**config.mk**
```make
export PLATFORM = sky130hd
export DESIGN_NAME = fetch_unit
export DESIGN_NICKNAME = d
export VERILOG_FILES = /design/src/rtl/fetch_unit.sv
export SDC_FILE = /design/constraint.sdc
export NUM_CORES = 1
export LEC_CHECK = 0
export CAP_MARGIN = 20
export CORE_UTILIZATION = 51
export CTS_CLUSTER_SIZE = 8
export DETAILED_ROUTE_END_ITERATION = 10
export PLACE_DENSITY_LB_ADDON = 0.15
export SYNTH_ARGS = -nofsm -noshare
export SYNTH_HDL_FRONTEND = slang
export SYNTH_SLANG_ARGS = --single-unit
```
**constraint.sdc**
```tcl
create_clock -name clk -period 3.3 [get_ports clk]
set_input_delay 0.33 -clock clk [delete_from_list [all_inputs] [get_ports clk]]
set_output_delay 0.33 -clock clk [all_outputs]
set_load 0.02 [all_outputs]
```
**src/rtl/fetch_unit.sv**
```systemverilog
// fetch_unit: instruction-fetch front end. Samples the PC, runs a single
// outstanding read to instruction memory, buffers returned words in a
// 2-entry prefetch FIFO and stalls the PC until a fetch is accepted.
module fetch_unit #(
  parameter int unsigned WIDTH = 16,
  parameter int unsigned DEPTH = 2
) (
  input  logic             clk,
  input  logic             reset,
  input  logic [WIDTH-1:0] pc_addr,
  input  logic             flush,
  output logic             stahp,
  output logic             mem_req,
  output logic [WIDTH-1:0] mem_addr,
  input  logic             mem_ack,
  input  logic [WIDTH-1:0] mem_rdata,
  output logic [WIDTH-1:0] ir,
  output logic             ir_valid,
  input  logic             ir_ready
);

  localparam int unsigned PTR_W = $clog2(DEPTH);
  localparam int unsigned CNT_W = $clog2(DEPTH + 1);

  typedef enum logic [1:0] {
    S_IDLE = 2'd0,
    S_REQ  = 2'd1,
    S_DROP = 2'd2
  } state_t;

  state_t           r_state;
  logic             r_mem_req;
  logic [WIDTH-1:0] r_mem_addr;
  logic [WIDTH-1:0] r_buf [DEPTH];
  logic [PTR_W-1:0] r_wr_ptr;
  logic [PTR_W-1:0] r_rd_ptr;
  logic [CNT_W-1:0] r_count;

  logic w_has_room;
  logic w_push;
  logic w_pop;

  // A new fetch may only start while a buffer slot is guaranteed free.
  assign w_has_room = (r_count < CNT_W'(DEPTH));
  // Only words returned for a live (non-dropped) request enter the buffer.
  assign w_push     = (r_state == S_REQ) & mem_ack & ~flush;
  assign w_pop      = (r_count != '0) & ir_ready;

  assign stahp    = ~(reset & (r_state == S_IDLE) & w_has_room & ~flush);
  assign mem_req  = r_mem_req;
  assign mem_addr = r_mem_addr;
  assign ir       = r_buf[r_rd_ptr];
  assign ir_valid = (r_count != '0);

  // Fetch handshake FSM: issue one request at a time, drop it on redirect.
  always_ff @(posedge clk or negedge reset) begin
    if (!reset) begin
      r_state    <= S_IDLE;
      r_mem_req  <= 1'b0;
      r_mem_addr <= '0;
    end else begin
      case (r_state)
        S_IDLE: begin
          if (!flush && w_has_room) begin
            r_mem_addr <= pc_addr;
            r_mem_req  <= 1'b1;
            r_state    <= S_REQ;
          end
        end
        S_REQ: begin
          if (mem_ack) begin
            r_mem_req <= 1'b0;
            r_state   <= S_IDLE;
          end else if (flush) begin
            r_state <= S_DROP;
          end
        end
        S_DROP: begin
          if (mem_ack) begin
            r_mem_req <= 1'b0;
            r_state   <= S_IDLE;
          end
        end
        default: begin
          r_mem_req <= 1'b0;
          r_state   <= S_IDLE;
        end
      endcase
    end
  end

  // Prefetch FIFO; a redirect empties it regardless of push/pop.
  always_ff @(posedge clk or negedge reset) begin
    if (!reset) begin
      for (int i = 0; i < int'(DEPTH); i++) begin
        r_buf[i] <= '0;
      end
      r_wr_ptr <= '0;
      r_rd_ptr <= '0;
      r_count  <= '0;
    end else if (flush) begin
      r_wr_ptr <= '0;
      r_rd_ptr <= '0;
      r_count  <= '0;
    end else begin
      if (w_push) begin
        r_buf[r_wr_ptr] <= mem_rdata;
        r_wr_ptr        <= r_wr_ptr + PTR_W'(1);
      end
      if (w_pop) begin
        r_rd_ptr <= r_rd_ptr + PTR_W'(1);
      end
      case ({w_push, w_pop})
        2'b10:   r_count <= r_count + CNT_W'(1);
        2'b01:   r_count <= r_count - CNT_W'(1);
        default: r_count <= r_count;
      endcase
    end
  end

endmodule

```
* After elaboration in Yosys (flattened, before gate mapping)
Cells that the tools add are included.
** Storage, ports and cells
- Register bits :: 55
- Input port bits :: 37
- Output and inout bits :: 35
- Word-level logic and storage cells :: 67
** Operators by class
- Add/sub/neg operators :: 4
- Order comparisons :: 4
- Eq/ne operators :: 8
- Multiplexer cells :: 20
- Bitwise gates (word level) :: 10
- Reductions and logical operators :: 13
** Operators by type and width (number)
- 2-to-1 mux 16 bit :: 4
- bitwise mux 32 bit :: 1
- demux 16 bit (select 1 bit) :: 1
- 2-to-1 mux 2 bit :: 5
- bitwise AND 1 bit :: 6
- 2-to-1 mux 1 bit :: 6
- one-hot mux 2 bit (3 select lines) :: 1
- AND reduction 2 bit :: 3
- nonzero test 2 bit :: 3
- == test 2 x 1 -> 1 bit, second input constant :: 2
- == test 2 bit, second input constant :: 2
- greater-or-equal comparator 2 bit, second input constant :: 2
- inequality test 2 x 1 -> 1 bit, second input constant :: 2
- inverter 1 -> 2 bit :: 2
- one-hot mux 2 bit (2 select lines) :: 1
- inequality test 3 bit, second input constant :: 1
- AND reduction 3 bit :: 1
- nonzero test 3 bit :: 1
- adder 1 bit, second input constant :: 2
- adder 2 x 1 -> 2 bit, second input constant :: 1
- logical AND 1 bit :: 2
- zero test 2 bit :: 1
- < comparator 2 x 1 -> 1 bit, second input constant :: 1
- < comparator 2 bit, second input constant :: 1
- 6 further kinds :: 7

* Logic depth before layout (Yosys ltp)
- Depth after elaboration :: 6
- Mapped depth :: 7
- Gate-level depth less buffers :: 5

* Worst setup path after synthesis
Ideal clock, no wire load.
- Path type :: register to register
- Start :: register r_state[1]
- End :: register r_buf[16] (netlist bit)
- Library setup time :: 0.125 ns
- Arrival time :: 1.702 ns
- Path slack :: 1.473 ns
- Cell stages (with the launch flop) :: 8
- Period minus slack after synthesis :: 1.827 ns
- Cell sequence :: dfrtp_1 > inv_1 > ha_1 > and2_1 > buf_6 > nor3b_4 > buf_8 > mux2_4
** Between the ends
- Word-level cells in the longest chain between the ends :: 4
** Ends and longest elaborated chain
- start: declaration :: line 31 : state_t r_state;
- start signal: assignment :: line 58 : r_state <= S_IDLE;
- start signal: assignment :: line 67 : r_state <= S_REQ;
- start signal: assignment :: line 73 : r_state <= S_IDLE;
- == test 2 x 1 -> 1 bit :: line 46 : assign w_push = (r_state == S_REQ) & mem_ack & ~flush;
- bitwise AND 1 bit (2 in series) :: line 46
- AND reduction 2 bit (no source line)
- end signal: indexed assignment :: line 107 : r_buf[r_wr_ptr] <= mem_rdata;
- end: declaration :: line 34 : logic [WIDTH-1:0] r_buf [DEPTH];
Every way passes these cells.
A chain may end at the register's enable or synchronous reset.

* Worst setup path after layout
- Start :: register r_state[1]
- End :: output stahp
** Between the ends
- Word-level cells in the longest chain between the ends :: 5
** Ends and longest elaborated chain
- zero test 2 bit :: line 49 : assign stahp = ~(reset & (r_state == S_IDLE) & w_has_room & ~flush);
- bitwise AND 1 bit (3 in series) :: line 49
- inverter 1 bit :: line 49
- end: declaration :: line 12 : output logic stahp,
Every way passes these cells.

==> insert_results.sql <==
INSERT INTO impl_metrics (metric_group, metric, value, unit) VALUES
('placement', 'hpwlAfterDp', '3580', 'um'),
('synthesis', 'post-synth-top-area-fraction', '0.557', ''),
('sta', 'timing.hold.ws', '0.192', 'ns'),
('cells_and_area', 'multiInputGateArea', '0.00103', 'mm^2'),
('setup_path', 'worstPathArrival', '2.24', 'ns'),
('cells_and_area', 'flow.area_growth_from_synthesis', '35.4', '%'),
('power_and_ir_drop', 'leakagePower', '1.46', 'nW'),
('sta', 'finalSetupViolCount', '0', ''),
('floorplan', 'initial_core_utilization', '0.549', ''),
('cells_and_area', 'layout.cells.non_filler', '295', ''),
('sta', 'rsz0062_at_grt', 'false', ''),
('floorplan', 'core', '0.00450', 'mm^2'),
('worst_hold_path', 'hold_path_class', 'in2async', ''),
('floorplan', 'die_width', '71.6', 'um'),
('setup_path', 'crit_slowest_cell', 'sky130_fd_sc_hd__clkdlybuf4s50_1', ''),
('clock_network', 'source_to_sink_clock_delay_at_the_later_pin_of_the_worst_skew_pair', '0.30', 'ns'),
('routing', 'post_drt_wl_per_cell', '17.1', 'um'),
('cells_and_area', 'antennaDiodeCount', '0', ''),
('sta', 'fmax', '390', 'MHz'),
('setup_path', 'startpoint_type', 'flop', ''),
('routing', 'drt_first_pass_iters', '4', ''),
('clock_network', 'cts.reportedPaths.clkPinSlew', '0.10', 'ns'),
('floorplan', 'top_level_ports', '72', ''),
('routing', 'post-route-drc-count', '0', ''),
('setup_path', 'critPathMaxFanout', '17', ''),
('clock_network', 'cts_inserted_buffers', '5', ''),
('status', 'outcome', 'finished, final reports clean', ''),
('placement', 'post_dp_cell_area', '0.00321', 'mm^2'),
('setup_path', 'setup.reg_to_reg.worst_slack', '0.98', 'ns'),
('synthesis', 'synthCells', '169', ''),
('clock_network', 'cts_tree', 'built', ''),
('cells_and_area', 'final_design_area_no_fill', '0.00335', 'mm^2'),
('sta', 'setup_ws', '0.735', 'ns'),
('clock_network', 'buffer_count_from_post_cts_setup_fixing', '0', ''),
('clock_network', 'clk_root_buffer_cell', 'sky130_fd_sc_hd__clkbuf_8', ''),
('power_and_ir_drop', 'irDropWorstVdd', '0.000555', 'V'),
('sta', 'fin_worst_skew', '0.00933', 'ns'),
('sta', 'final-hold-violation-count', '0', ''),
('sta', 'timing_max_transition_violations_final', '0', ''),
('sta', 'setup_total_negative_slack', '0', 'ns'),
('synthesis', 'syn-cell-area', '0.00247', 'mm^2'),
('clock_network', 'ctsHtreeMaxLevel', '2', ''),
('routing', 'first_iter_violations', '72', ''),
('sta', 'post-route-min-period', '2.57', 'ns'),
('synthesis', 'syn-mean-instance-area', '14.6', 'um^2'),
('setup_path', 'worst_ep_required', '2.97', 'ns'),
('setup_path', 'r2r_end', 'r_buf[24]$_DFFE_PN0P_', ''),
('setup_path', 'end_kind', 'output port', ''),
('synthesis', 'synth.net_count', '209', ''),
('power_and_ir_drop', 'power.density', '948', 'mW/mm^2'),
('clock_network', 'max-clock-path-buffers', '2', ''),
('sta', 'min_period_over_period', '0.777', ''),
('cells_and_area', 'layout.core_utilization', '0.743', ''),
('sta', 'tightest_slew', '0.787', 'ns'),
('global_routing', 'overflow', '0', ''),
('routing', 'routed_via_density', '5.35', ''),
('global_routing', 'globalRouteTotalUtil', '0.210', ''),
('setup_path', 'critical_path.most_common_cell', 'sky130_fd_sc_hd__inv_1', ''),
('synthesis', 'synth_top_cell_by_area', 'sky130_fd_sc_hd__dfrtp_1', ''),
('synthesis', 'synth_area_leaders', 'sky130_fd_sc_hd__dfrtp_1 (56%), sky130_fd_sc_hd__mux2_2 (24%), sky130_fd_sc_hd__mux2_4 (6.1%)', ''),
('cells_and_area', 'finish.net_count', '282', ''),
('synthesis', 'synth_flop_cell', 'sky130_fd_sc_hd__dfrtp_1', ''),
('floorplan', 'chipHeight', '71.6', 'um'),
('routing', 'vias', '1578', ''),
('setup_path', 'crit-reg2reg-launch', 'r_state[1]$_DFFE_PN0P_', ''),
('setup_path', 'slowest_delay', '0.54', 'ns'),
('synthesis', 'share_of_the_yosys_chip_area_belonging_to_registers', '0.557', ''),
('placement', 'gp_routability_congestion', '0.758', ''),
('cells_and_area', 'filler_cell_count', '287', ''),
('run', 'max_cap_viol_count', '0', ''),
('clock_network', 'cts-resized-gates', '0', '');
## layout by cell type (no fill, tap or decap), drive strengths merged, types with 3 or more instances in the layout
cell,n
ha,3
o21ai,3
buf,4
inv,4
a21oi,6
clkdlybuf4s50,70
mux2,64
clkbuf,5
dfrtp,55
nor2,5
## routing by layer
metal | up-vias | part of all wire | GRT usage | routed length [um]
met2 | 45 | 0.49 | 0.352 | 2490
li1 | 733 | - | - | -
met4 | 0 | 0.014 | 0.0632 | 70
met1 | 792 | 0.44 | 0.271 | 2230
met5 | - | 0 | 0 | 0
met3 | 8 | 0.050 | 0.0549 | 252
## critical path, delay by kind of cell, from the launching register on
kind	cells	cell delay, ns
fa+ha+maj	1	0.24
flops	1	0.41
buf+inv	4	1.04
simple gates	2	0.24
## cells by family after synthesis
group	after synthesis	share of synthesized area
AOI/OAI and AO/OA	12	0.0284
xor gates and xnor gates	2	0.00709
adders and majority gates	3	0.0152
buffers and inverters	12	0.0278
DFF	55	0.557
muxes	64	0.307
and+or+nand+nor	21	0.0577
## worst max path at each step
stage	startpoint	endpoint	slack, ns	cells past startpoint
after floorplan	r_state[1]$_DFFE_PN0P_	r_buf[16]$_DFFE_PN0P_	1.47	7
after detailed placement	mem_ack	r_buf[23]$_DFFE_PN0P_	0.86	5
after CTS	r_state[1]$_DFFE_PN0P_	stahp	0.72	7
final	r_state[1]$_DFFE_PN0P_	stahp	0.73	7
after global routing	r_state[1]$_DFFE_PN0P_	stahp	0.59	7
after global placement	flush	stahp	0.92	5
## cell usage after synthesis (all sizes together), types with 3 or more instances
cell,count
buf,6
a21oi,6
nor2,5
dfrtp,55
o21ai,3
ha,3
inv,4
mux2,64
## power by group
part / internal (mW) / total, mW / switching [mW] / leakage (nW)
combinational: 0.847 / 1.48 / 0.632 / 0.713
sequential: 0.988 / 1.18 / 0.191 / 0.679
clock: 0.302 / 0.514 / 0.211 / 0.0644
## state kept, by name, summed over array words and instances (netlist names)
name and cells:
r_rd_ptr 1, mem_req 1, r_wr_ptr 1, r_buf 32
mem_addr 16, r_state 2, r_count 2
## cell type report
class	instances	share of cell area
Clock buffer	5	0.0206
Tap cell	52	0.0194
Inverter	4	0.00449
Clock inverter	3	0.0202
Timing Repair Buffer	74	0.218
Multi-Input combinational cell	102	0.307
Sequential cell	55	0.411
(Power assumes the default switching activity.)
